## src/rtl/ws2812b_pkg.sv

```systemverilog
// Shared types and elaboration-time helpers for the WS2812-class strip driver.
// Timing is converted from nanoseconds to clock cycles once, at elaboration.
package ws2812b_pkg;

    typedef enum logic [1:0] {
        IDLE  = 2'd0,
        BIT   = 2'd1,
        LATCH = 2'd2
    } ser_state_t;

    // Round-to-nearest conversion; 64-bit math keeps long reset periods exact.
    function automatic longint unsigned cycles_from_ns(input longint unsigned clock_mhz,
                                                        input longint unsigned ns);
        return (clock_mhz * ns + 64'd500) / 64'd1000;
    endfunction

    function automatic bit timing_ok(input longint unsigned c0h,
                                     input longint unsigned c1h,
                                     input longint unsigned c_per,
                                     input longint unsigned c_res,
                                     input int              bpp);
        return (c0h > 0) && (c0h < c1h) && (c1h < c_per) && (c_res > 0) &&
               ((bpp == 24) || (bpp == 32));
    endfunction

    function automatic bit fifo_depth_ok(input int depth);
        return (depth >= 2) && ((depth & (depth - 1)) == 0);
    endfunction

endpackage

```

## src/rtl/ws2812b_pixel_fifo.sv

```systemverilog
// Pixel FIFO: each entry is {latch_flag, pixel}. Pushes while full and pops
// while empty are dropped so the level can never wrap.
module ws2812b_pixel_fifo
    import ws2812b_pkg::*;
#(
    parameter int WIDTH = 25,
    parameter int DEPTH = 4
) (
    input  logic                         clk,
    input  logic                         rst,
    input  logic                         push,
    input  logic [WIDTH-1:0]             wdata,
    input  logic                         pop,
    output logic [WIDTH-1:0]             rdata,
    output logic                         full,
    output logic                         empty,
    output logic [$clog2(DEPTH+1)-1:0]   level
);

    localparam int AW = $clog2(DEPTH);
    localparam int LW = $clog2(DEPTH + 1);

    if (!fifo_depth_ok(DEPTH)) begin : g_bad_depth
        $error("ws2812b_pixel_fifo: DEPTH must be a power of two and at least 2");
    end

    logic [WIDTH-1:0] mem [DEPTH];
    logic [AW-1:0]    wr_ptr;
    logic [AW-1:0]    rd_ptr;
    logic             do_push;
    logic             do_pop;

    assign full    = (level == LW'(DEPTH));
    assign empty   = (level == '0);
    assign do_push = push && !full;
    assign do_pop  = pop && !empty;
    assign rdata   = mem[rd_ptr];

    always_ff @(posedge clk) begin
        if (do_push) mem[wr_ptr] <= wdata;
    end

    // Pointers wrap naturally because DEPTH is a power of two.
    always_ff @(posedge clk or posedge rst) begin
        if (rst) begin
            wr_ptr <= '0;
            rd_ptr <= '0;
            level  <= '0;
        end else begin
            if (do_push) wr_ptr <= wr_ptr + 1'b1;
            if (do_pop)  rd_ptr <= rd_ptr + 1'b1;
            case ({do_push, do_pop})
                2'b10:   level <= level + 1'b1;
                2'b01:   level <= level - 1'b1;
                default: level <= level;
            endcase
        end
    end

endmodule

```

## src/rtl/ws2812b_stream.sv

```systemverilog
// WS2812-class strip driver: pixel FIFO feeding a one-wire bit serialiser with
// back-to-back pixels, optional per-pixel latch period and sticky underrun.
module ws2812b_stream
    import ws2812b_pkg::*;
#(
    parameter int CLOCK_MHZ      = 64,
    parameter int BITS_PER_PIXEL = 24,
    parameter int FIFO_DEPTH     = 4,
    parameter int T0H_NS         = 400,
    parameter int T1H_NS         = 800,
    parameter int PERIOD_NS      = 1250,
    parameter int RES_NS         = 325000,
    parameter int INVERT         = 0
) (
    input  logic                              clk,
    input  logic                              rst,
    input  logic [BITS_PER_PIXEL-1:0]         in_data,
    input  logic                              in_latch,
    input  logic                              in_valid,
    output logic                              in_ready,
    output logic [$clog2(FIFO_DEPTH+1)-1:0]   fifo_level,
    output logic                              busy,
    output logic                              underrun,
    input  logic                              underrun_clr,
    output logic                              led
);

    localparam longint unsigned C_PER_L = cycles_from_ns(64'(CLOCK_MHZ), 64'(PERIOD_NS));
    localparam longint unsigned C0H_L   = cycles_from_ns(64'(CLOCK_MHZ), 64'(T0H_NS));
    localparam longint unsigned C1H_L   = cycles_from_ns(64'(CLOCK_MHZ), 64'(T1H_NS));
    localparam longint unsigned C_RES_L = cycles_from_ns(64'(CLOCK_MHZ), 64'(RES_NS));

    localparam int C_PER   = int'(C_PER_L);
    localparam int C0H     = int'(C0H_L);
    localparam int C1H     = int'(C1H_L);
    localparam int C_RES   = int'(C_RES_L);
    localparam int CNT_MAX = (C_PER > C_RES) ? C_PER : C_RES;
    localparam int CNT_W   = $clog2(CNT_MAX + 1);
    localparam int BIDX_W  = $clog2(BITS_PER_PIXEL);
    localparam int FW      = BITS_PER_PIXEL + 1;
    localparam logic INV   = (INVERT != 0);

    if (!timing_ok(C0H_L, C1H_L, C_PER_L, C_RES_L, BITS_PER_PIXEL)) begin : g_bad_timing
        $error("ws2812b_stream: need 0 < C0H < C1H < C_PER, C_RES > 0, 24/32-bit pixels");
    end

    logic [FW-1:0]             fifo_rdata;
    logic                      fifo_full;
    logic                      fifo_empty;
    logic                      push;
    logic                      pop;
    logic                      ready_en_q;

    ser_state_t                state_q, state_d;
    logic [CNT_W-1:0]          cnt_q, cnt_d;
    logic [BITS_PER_PIXEL-1:0] sh_q, sh_d;
    logic [BIDX_W-1:0]         bidx_q, bidx_d;
    logic                      flag_q, flag_d;
    logic                      led_q, led_d;
    logic                      underrun_q;
    logic                      set_underrun;
    logic                      load;
    logic [CNT_W-1:0]          high_thr;

    assign push     = in_valid && in_ready;
    assign in_ready = ready_en_q && !fifo_full;

    ws2812b_pixel_fifo #(
        .WIDTH (FW),
        .DEPTH (FIFO_DEPTH)
    ) u_fifo (
        .clk   (clk),
        .rst   (rst),
        .push  (push),
        .wdata ({in_latch, in_data}),
        .pop   (pop),
        .rdata (fifo_rdata),
        .full  (fifo_full),
        .empty (fifo_empty),
        .level (fifo_level)
    );

    always_comb begin
        state_d      = state_q;
        cnt_d        = cnt_q;
        sh_d         = sh_q;
        bidx_d       = bidx_q;
        flag_d       = flag_q;
        pop          = 1'b0;
        load         = 1'b0;
        set_underrun = 1'b0;

        unique case (state_q)
            IDLE: begin
                if (!fifo_empty) load = 1'b1;
            end
            BIT: begin
                if (cnt_q == CNT_W'(C_PER - 1)) begin
                    if (bidx_q != BIDX_W'(BITS_PER_PIXEL - 1)) begin
                        sh_d   = {sh_q[BITS_PER_PIXEL-2:0], 1'b0};
                        bidx_d = bidx_q + 1'b1;
                        cnt_d  = '0;
                    end else if (flag_q) begin
                        state_d = LATCH;
                        cnt_d   = '0;
                    end else if (!fifo_empty) begin
                        load = 1'b1;
                    end else begin
                        state_d      = IDLE;
                        cnt_d        = '0;
                        set_underrun = 1'b1;
                    end
                end else begin
                    cnt_d = cnt_q + 1'b1;
                end
            end
            LATCH: begin
                if (cnt_q == CNT_W'(C_RES - 1)) begin
                    state_d = IDLE;
                    cnt_d   = '0;
                end else begin
                    cnt_d = cnt_q + 1'b1;
                end
            end
            default: state_d = IDLE;
        endcase

        // Pop and start the first bit of the next pixel on the following cycle.
        if (load) begin
            pop     = 1'b1;
            state_d = BIT;
            cnt_d   = '0;
            sh_d    = fifo_rdata[BITS_PER_PIXEL-1:0];
            flag_d  = fifo_rdata[BITS_PER_PIXEL];
            bidx_d  = '0;
        end

        // led is computed from the next state so it lines up with the counter.
        high_thr = sh_d[BITS_PER_PIXEL-1] ? CNT_W'(C1H) : CNT_W'(C0H);
        led_d    = (state_d == BIT) && (cnt_d < high_thr);
    end

    always_ff @(posedge clk or posedge rst) begin
        if (rst) begin
            state_q    <= LATCH;
            cnt_q      <= '0;
            sh_q       <= '0;
            bidx_q     <= '0;
            flag_q     <= 1'b0;
            led_q      <= 1'b0;
            ready_en_q <= 1'b0;
            underrun_q <= 1'b0;
        end else begin
            state_q    <= state_d;
            cnt_q      <= cnt_d;
            sh_q       <= sh_d;
            bidx_q     <= bidx_d;
            flag_q     <= flag_d;
            led_q      <= led_d;
            ready_en_q <= 1'b1;
            if (set_underrun)      underrun_q <= 1'b1;
            else if (underrun_clr) underrun_q <= 1'b0;
        end
    end

    assign busy     = (state_q != IDLE);
    assign underrun = underrun_q;
    assign led      = led_q ^ INV;

endmodule

```

## config.mk

```make
export PLATFORM = sky130hd
export DESIGN_NAME = ws2812b_stream
export DESIGN_NICKNAME = d
export VERILOG_FILES = /design/src/rtl/ws2812b_pkg.sv /design/src/rtl/ws2812b_pixel_fifo.sv /design/src/rtl/ws2812b_stream.sv
export SDC_FILE = /design/constraint.sdc
export NUM_CORES = 1
export LEC_CHECK = 0
export CAP_MARGIN = 20
export CELL_PAD_IN_SITES_DETAIL_PLACEMENT = 1
export CELL_PAD_IN_SITES_GLOBAL_PLACEMENT = 1
export CORE_ASPECT_RATIO = 1.75
export CORE_MARGIN = 8
export CORE_UTILIZATION = 29
export CTS_CLUSTER_DIAMETER = 120
export DETAILED_ROUTE_END_ITERATION = 10
export PLACE_DENSITY_LB_ADDON = 0.1
export SYNTH_ARGS = -nofsm -noshare
export SYNTH_HDL_FRONTEND = slang
export SYNTH_HIERARCHICAL = 1
export SYNTH_SLANG_ARGS = --single-unit
```

## constraint.sdc

```tcl
create_clock -name clk -period 5.7 [get_ports clk]
set_input_delay 1.14 -clock clk [delete_from_list [all_inputs] [get_ports clk]]
set_output_delay 1.14 -clock clk [all_outputs]
set_load 0.05 [all_outputs]
```

; ---- After elaboration in Yosys (flattened, before gate mapping)
; Memory sizes are Yosys's and may differ from the RTL's.
; Cells that the tools add are included.
[classes]
magnitude_cmp = 1
addsub = 6
n_reduce_logical = 16
n_eq_ne = 9
n_mux = 39
[op_table]
columns = op, count
row1 = two-way mux 24 bit, 4
row2 = two-way mux 15 bit, 6
row3 = case mux 15 bit (2 select lines), 1
row4 = two-way mux 5 bit, 4
row5 = "adder 15 x 1 -> 15 bit, second input constant", 1
row6 = "== test 15 bit, second input constant", 1
row7 = "== test 15 x 7 -> 1 bit, second input constant", 1
row8 = < comparator 15 x 6 -> 1 bit, 1
row9 = two-way mux 1 bit, 14
row10 = two-way mux 2 bit, 6
row11 = nonzero test 2 bit, 6
row12 = "== test 2 x 1 -> 1 bit, second input constant", 3
row13 = two-way mux 6 bit, 1
row14 = case mux 2 bit (3 select lines), 1
row15 = case mux 3 bit (2 select lines), 1
row16 = "adder 5 x 1 -> 5 bit, second input constant", 1
row17 = logical AND 1 bit, 5
row18 = "inequality test 5 bit, second input constant", 1
row19 = "adder 2 x 1 -> 2 bit, second input constant", 2
row20 = "== test 2 bit, second input constant", 2
row21 = "adder 3 x 1 -> 3 bit, second input constant", 1
row22 = "== test 3 bit, second input constant", 1
row23 = zero test 3 bit, 1
row24 = AND reduction 3 bit, 1
row25 = other kinds (4), 5
[word_totals]
out_inout_bits = 7
regBits = 57
elab_cells = 84
inputBits = 29
memories = 1
ram_bits = 100
[mem_list]
columns = name, depth, word_bits, rd, rd_ports_with_merged_regs, write_ports, line_no
row1 = u_fifo.mem, 4, 25, 1, 0, 1, ws2812b_pixel_fifo.sv:27  ; logic [WIDTH-1:0] mem [DEPTH];

; ---- Depth between registers and ports, before layout
[depth]
word_depth = 10
ltp_mapped = 14

; ---- Hierarchy
; Netlist, hierarchy kept.
[modules_own_cells]
columns = mod, instances, area_per_inst_um2, cells_per_inst, seq_area_each_um2
row1 = ws2812b_pixel_fifo, 1, 4083.9, 169, 3178.0
row2 = ws2812b_stream, 1, 2866.5, 304, 1252.5

; ---- Worst setup path before layout
; No wires, ideal clock.
[synth_timing]
kind = register to register
start = register u_fifo.level[2]
end = memory u_fifo.mem[0][0], enable pin
path_slack_ps = 2600
t_required_ps = 5316
setup_time_ps = 384
t_arrival_ps = 2716
stages_incl_launch_ff = 6
path_buffers = 0
path_cell_list = dfrtp_1 nor3b_2 nor2b_1 and2_1 nor2b_2 and2_1
[synth_between]
elab_chain_len = 7
[synth_lines]
columns = element, line_no
row1 = "start, declared", ws2812b_pixel_fifo.sv:17  ; output logic [$clog2(DEPTH+1)-1:0] level
row2 = "start signal, assigned", ws2812b_pixel_fifo.sv:53  ; 2'b10: level <= level + 1'b1;
row3 = "start signal, assigned", ws2812b_pixel_fifo.sv:54  ; 2'b01: level <= level - 1'b1;
row4 = "start signal, assigned", ws2812b_pixel_fifo.sv:55  ; default: level <= level;
row5 = == test 3 bit, ws2812b_pixel_fifo.sv:33  ; assign full = (level == LW'(DEPTH));
row6 = via fifo_full, ws2812b_stream.sv:48  ; logic fifo_full;
row7 = zero test 1 bit, ws2812b_stream.sv:66  ; assign in_ready = ready_en_q && !fifo_full;
row8 = logical AND 1 bit, ws2812b_stream.sv:66
row9 = via in_ready, ws2812b_stream.sv:20  ; output logic in_ready,
row10 = logical AND 1 bit, ws2812b_stream.sv:65  ; assign push = in_valid && in_ready;
row11 = via push, ws2812b_stream.sv:50  ; logic push;
row12 = logical AND 1 bit, ws2812b_pixel_fifo.sv:35  ; assign do_push = push && !full;
row13 = two-way mux 1 bit, ws2812b_pixel_fifo.sv:40  ; if (do_push) mem[wr_ptr] <= wdata;
row14 = two-way mux 1 bit (implied by the code), ws2812b_pixel_fifo.sv:40
row15 = "end, declared", ws2812b_pixel_fifo.sv:27
; The timed path passes the listed nets, and every way through them passes these cells.

; ---- Worst setup path in the final report
[layout_timing]
start = register cnt_q[0]
end = register led_q (netlist: led)
[layout_between]
elab_cells_between_ends = 23
classes_between = 1 x add/sub / 1 x order compare / 3 x eq/ne / 17 x mux / 1 x reduce/logical
[layout_lines]
columns = element, line_no
row1 = "start, declared", ws2812b_stream.sv:55  ; logic [CNT_W-1:0] cnt_q, cnt_d;
row2 = "start signal, assigned", ws2812b_stream.sv:155  ; cnt_q <= cnt_d;
row3 = adder 15 x 1 -> 15 bit (tied with other cells), "ws2812b_stream.sv:114, ws2812b_stream.sv:122"
row4 = two-way mux 15 bit (tied with other cells), ws2812b_stream.sv:118  ; if (cnt_q == CNT_W'(C_RES - 1)) begin
row5 = case mux 15 bit (2 select lines) / case mux 1 bit (2 select lines) (equally long branches), ws2812b_stream.sv:93  ; unique case (state_q)
row6 = two-way mux 15 bit (*), ws2812b_stream.sv:129  ; if (load) begin
row7 = via cnt_d[3], ws2812b_stream.sv:55
row8 = < comparator 15 x 6 -> 1 bit (*), ws2812b_stream.sv:140  ; led_d = (state_d == BIT) && (cnt_d < high_thr);
row9 = logical AND 1 bit (*), ws2812b_stream.sv:140
row10 = via led_d, ws2812b_stream.sv:59  ; logic led_q, led_d;
row11 = "end signal, assigned", ws2812b_stream.sv:159  ; led_q <= led_d;
row12 = "end, declared", ws2812b_stream.sv:59
; The timed path passes the listed nets; every way through them passes the cells marked *. The select of a mux whose other input is x is not followed.
; A chain may end at the register's enable or synchronous reset.

==> results.sh <==
export IMPL_status="finished, final reports clean"
export IMPL_worstPathMaxFanout=63
export IMPL_cts_max_level=4
export IMPL_rr_worst_depth=11
export IMPL_grt_usage=0.113
export IMPL_finalWeightedCongestion=0.779
export IMPL_clock_sinks=157
export IMPL_overflow=0
export IMPL_worst_slew_pin_slew_ns=0.786
export IMPL_holdPathStages=2
export IMPL_total_power_mw=2.89
export IMPL_yosys_warnings=6
export IMPL_hold_class="flip-flop to flip-flop"
export IMPL_rr_endpoint="led"
export IMPL_synthToLayoutAreaGrowth_pct=18.3
export IMPL_r2r_slack_ns=2.09
export IMPL_drcViolationCount=0
export IMPL_wl_met2_um=8690
export IMPL_antenna_found_initial=0
export IMPL_cts_resized=0
export IMPL_powerDensity_nw_per_um2=351
export IMPL_initial_utilization=0.293
export IMPL_drtIter0Drc=180
export IMPL_syn_inst=473
export IMPL_clock_fmax_ghz=0.277
export IMPL_whs_endpoint="bidx_q[4]"
export IMPL_period_minus_slack_ns=3.61
export IMPL_cp_required_ns=5.98
export IMPL_ant_nets=0
export IMPL_cap_violations=0
export IMPL_cp_arrival_ns=3.89
export IMPL_wl_met1_um=6240
export IMPL_fin_util=0.346
export IMPL_layout_drive_gt1_share=0.131
export IMPL_viasPerCell=4.81
export IMPL_dr_wl_met3_um=324
export IMPL_hpwl_um=10500
export IMPL_post_cts_buffers=0
export IMPL_finalSetupViolCount=0
export IMPL_portBuffers=35
export IMPL_rsz0062_at_grt="no"
export IMPL_first_global_vias=4484
export IMPL_setup_ws_ns=2.09
export IMPL_hold_viol=0
export IMPL_crit_top_cell="ha_1"
export IMPL_worstSetupPathType="flip-flop to flip-flop"
export IMPL_clk_latency_ns=0.42
export IMPL_cpPeakStageDelay_ns=0.66
export IMPL_first_pass_iters=4
export IMPL_slew_limit_headroom=0.476
export IMPL_ys_ff_latch=157
export IMPL_root_buffer="clkbuf_16"
export IMPL_synth_fp_nets=516
export IMPL_synth_enable_flop_cells=100
export IMPL_dieArea_um2=29400
export IMPL_synthArstFlopShare=0.363
export IMPL_path_clk_slew_ns=0.06
export IMPL_ir_drop_mv=0.192
export IMPL_synth_largest_area_cell="edfxtp_1"
export IMPL_synth_top_area_share=0.432
export IMPL_drv_slew=0
export IMPL_routed_wl_um=15600
export IMPL_diodes=0
export IMPL_die_w_um=133
export IMPL_ys_types=59
export IMPL_crit_chain="ha_1 > and4b_1 > nand4_1 > and4bb_1 > o21bai_4 > clkinv_2 > a21oi_1 > ha_1 > o21ai_0 > a311oi_1 > nor4_2"
export IMPL_ios=36
export IMPL_synth_area_top_cells="edfxtp_1, dfrtp_1, mux4_2, mux2i_1, o21ai_0"
export IMPL_ys_flop_type="edfxtp_1"
export IMPL_grt_start_max_net_pins=64
export IMPL_period_share=0.634
export IMPL_cts_tree="done"
export IMPL_final_nets=552
export IMPL_core_area_um2=23700
export IMPL_die_h_um=221
export IMPL_setup_tns_ns=0
export IMPL_setup_worst_path_end_class="flip-flop"
export IMPL_cp_start_kind="flip-flop"
export IMPL_fin_skew_ns=0.00776
export IMPL_leakagePower_nw=2.90
export IMPL_post_drt_wl_per_cell_um=18.9
export IMPL_clk_path_buf_depth=2
export IMPL_place_ws_ns=2.00
export IMPL_min_from="bidx_q[4]"
export IMPL_highest_layer="met4"
export IMPL_synth_seq_area_share=0.637
export IMPL_routed_via_count=3985
export IMPL_cts_buffers=17
export IMPL_synth_area_um2=6950
export IMPL_syn_avg_cell_area_um2=14.7
export IMPL_hold_buffers=0
export IMPL_reg2reg_from="cnt_q[0]"
export IMPL_num_rows=75
export IMPL_grt_pass1_wl_um=25300
export IMPL_crit_path_top_delay_cell="clkinv_2"
## layout make-up
type                       count  area, um^2
multi-input combinational    272        2280
clock inverter                11         216
fill                        2462       15500
sequential                   157        4430
tap                          308         385
inverter                      20        76.3
timing repair buffer          41         395
clock buffer                  20         437
## sequential cells by signal, indices dropped and copies added, names as in the netlist
signal / cells
flag_q: 1
u_fifo/level: 3
u_fifo/wr_ptr: 2
ready_en_q: 1
state_q: 2
cnt_q: 15
underrun: 1
sh_q: 24
led: 1
u_fifo/rd_ptr: 2
u_fifo/mem: 100
bidx_q: 5
## layer usage
layer | up-vias | GRT usage
li1 | 1835 | -
met1 | 2083 | 0.118
met2 | 48 | 0.212
met3 | 19 | 0.0239
met4 | 0 | 0.0525
met5 | - | 0
## through the flow
stage / cell area, um^2 / std cells / hold WS [ns]
after floorplan: 6950 / 473 / 0.498
after global routing: 8220 / 829 / 0.570
after global placement: 7570 / 798 / 0.522
after CTS: 8220 / 829 / 0.554
after detailed placement: 7570 / 798 / 0.541
final: 8220 / 829 / 0.547
## critical path: cells and delay by family (launching register included)
kind | cells | cell delay (ns)
adders and majority gates | 2 | 0.47
DFF | 1 | 0.41
and+or+nand+nor | 4 | 0.72
AOI/OAI and AO/OA | 4 | 1.16
buffers and inverters | 1 | 0.66
## cell usage in the layout (no fill, tap or decap), types with 3 or more instances in the layout
cell type and instances:
nand3_1 9, mux2i_1 25, nor2b_1 3, buf_4 6, nor3_1 7, bufinv_16 6
edfxtp_1 100, xnor2_1 7, xor2_1 10, nor2_1 25, and2_1 4, ha_1 13
o21ai_0 39, nand4_1 9, clkdlybuf4s50_1 35, clkbuf_16 17, a21oi_1 8, nand2_1 38
dfrtp_1 56, and4b_1 3, mux4_2 18, and3_1 3, mux4_1 7, nand2b_1 3
clkbuf_1 3, nor4_1 4, inv_1 18
## kinds of logic (layout without fill, tap and decap cells)
group,count (synthesis),count (layout),synth area share
AND/OR/NAND/NOR,125,125,0.0997
XOR/XNOR,17,17,0.0214
adder cells (fa/ha/maj),14,14,0.0263
other,1,1,0.000540
multiplexers,51,51,0.122
buffers and inverters,44,92,0.0353
AO/OA/AOI/OAI,64,64,0.0569
flip-flops,157,157,0.637
## cell usage after synthesis (all sizes together) (10+ instances only)
library cell  number
nand4             10
nand2             38
ha                13
buf               15
dfrtp             56
mux4              25
mux2i             25
o21ai             39
xor2              10
edfxtp           100
nor2              25
inv               19
## power by group
part           switching (mW)  internal (mW)  leakage (nW)
combinational           0.165          0.102         0.987
sequential             0.0414           1.32          1.61
clock                   0.444          0.819         0.308
## worst max path at each step
stage,cells after the start,to,startpoint
after detailed placement,11,led,cnt_q[0]
final,11,led,cnt_q[0]
after CTS,11,led,cnt_q[0]
after global placement,13,u_fifo/level[2],cnt_q[0]
after floorplan,5,u_fifo/mem[0][0],u_fifo/level[2]
after global routing,11,led,cnt_q[0]
(Power assumes the default switching activity.)
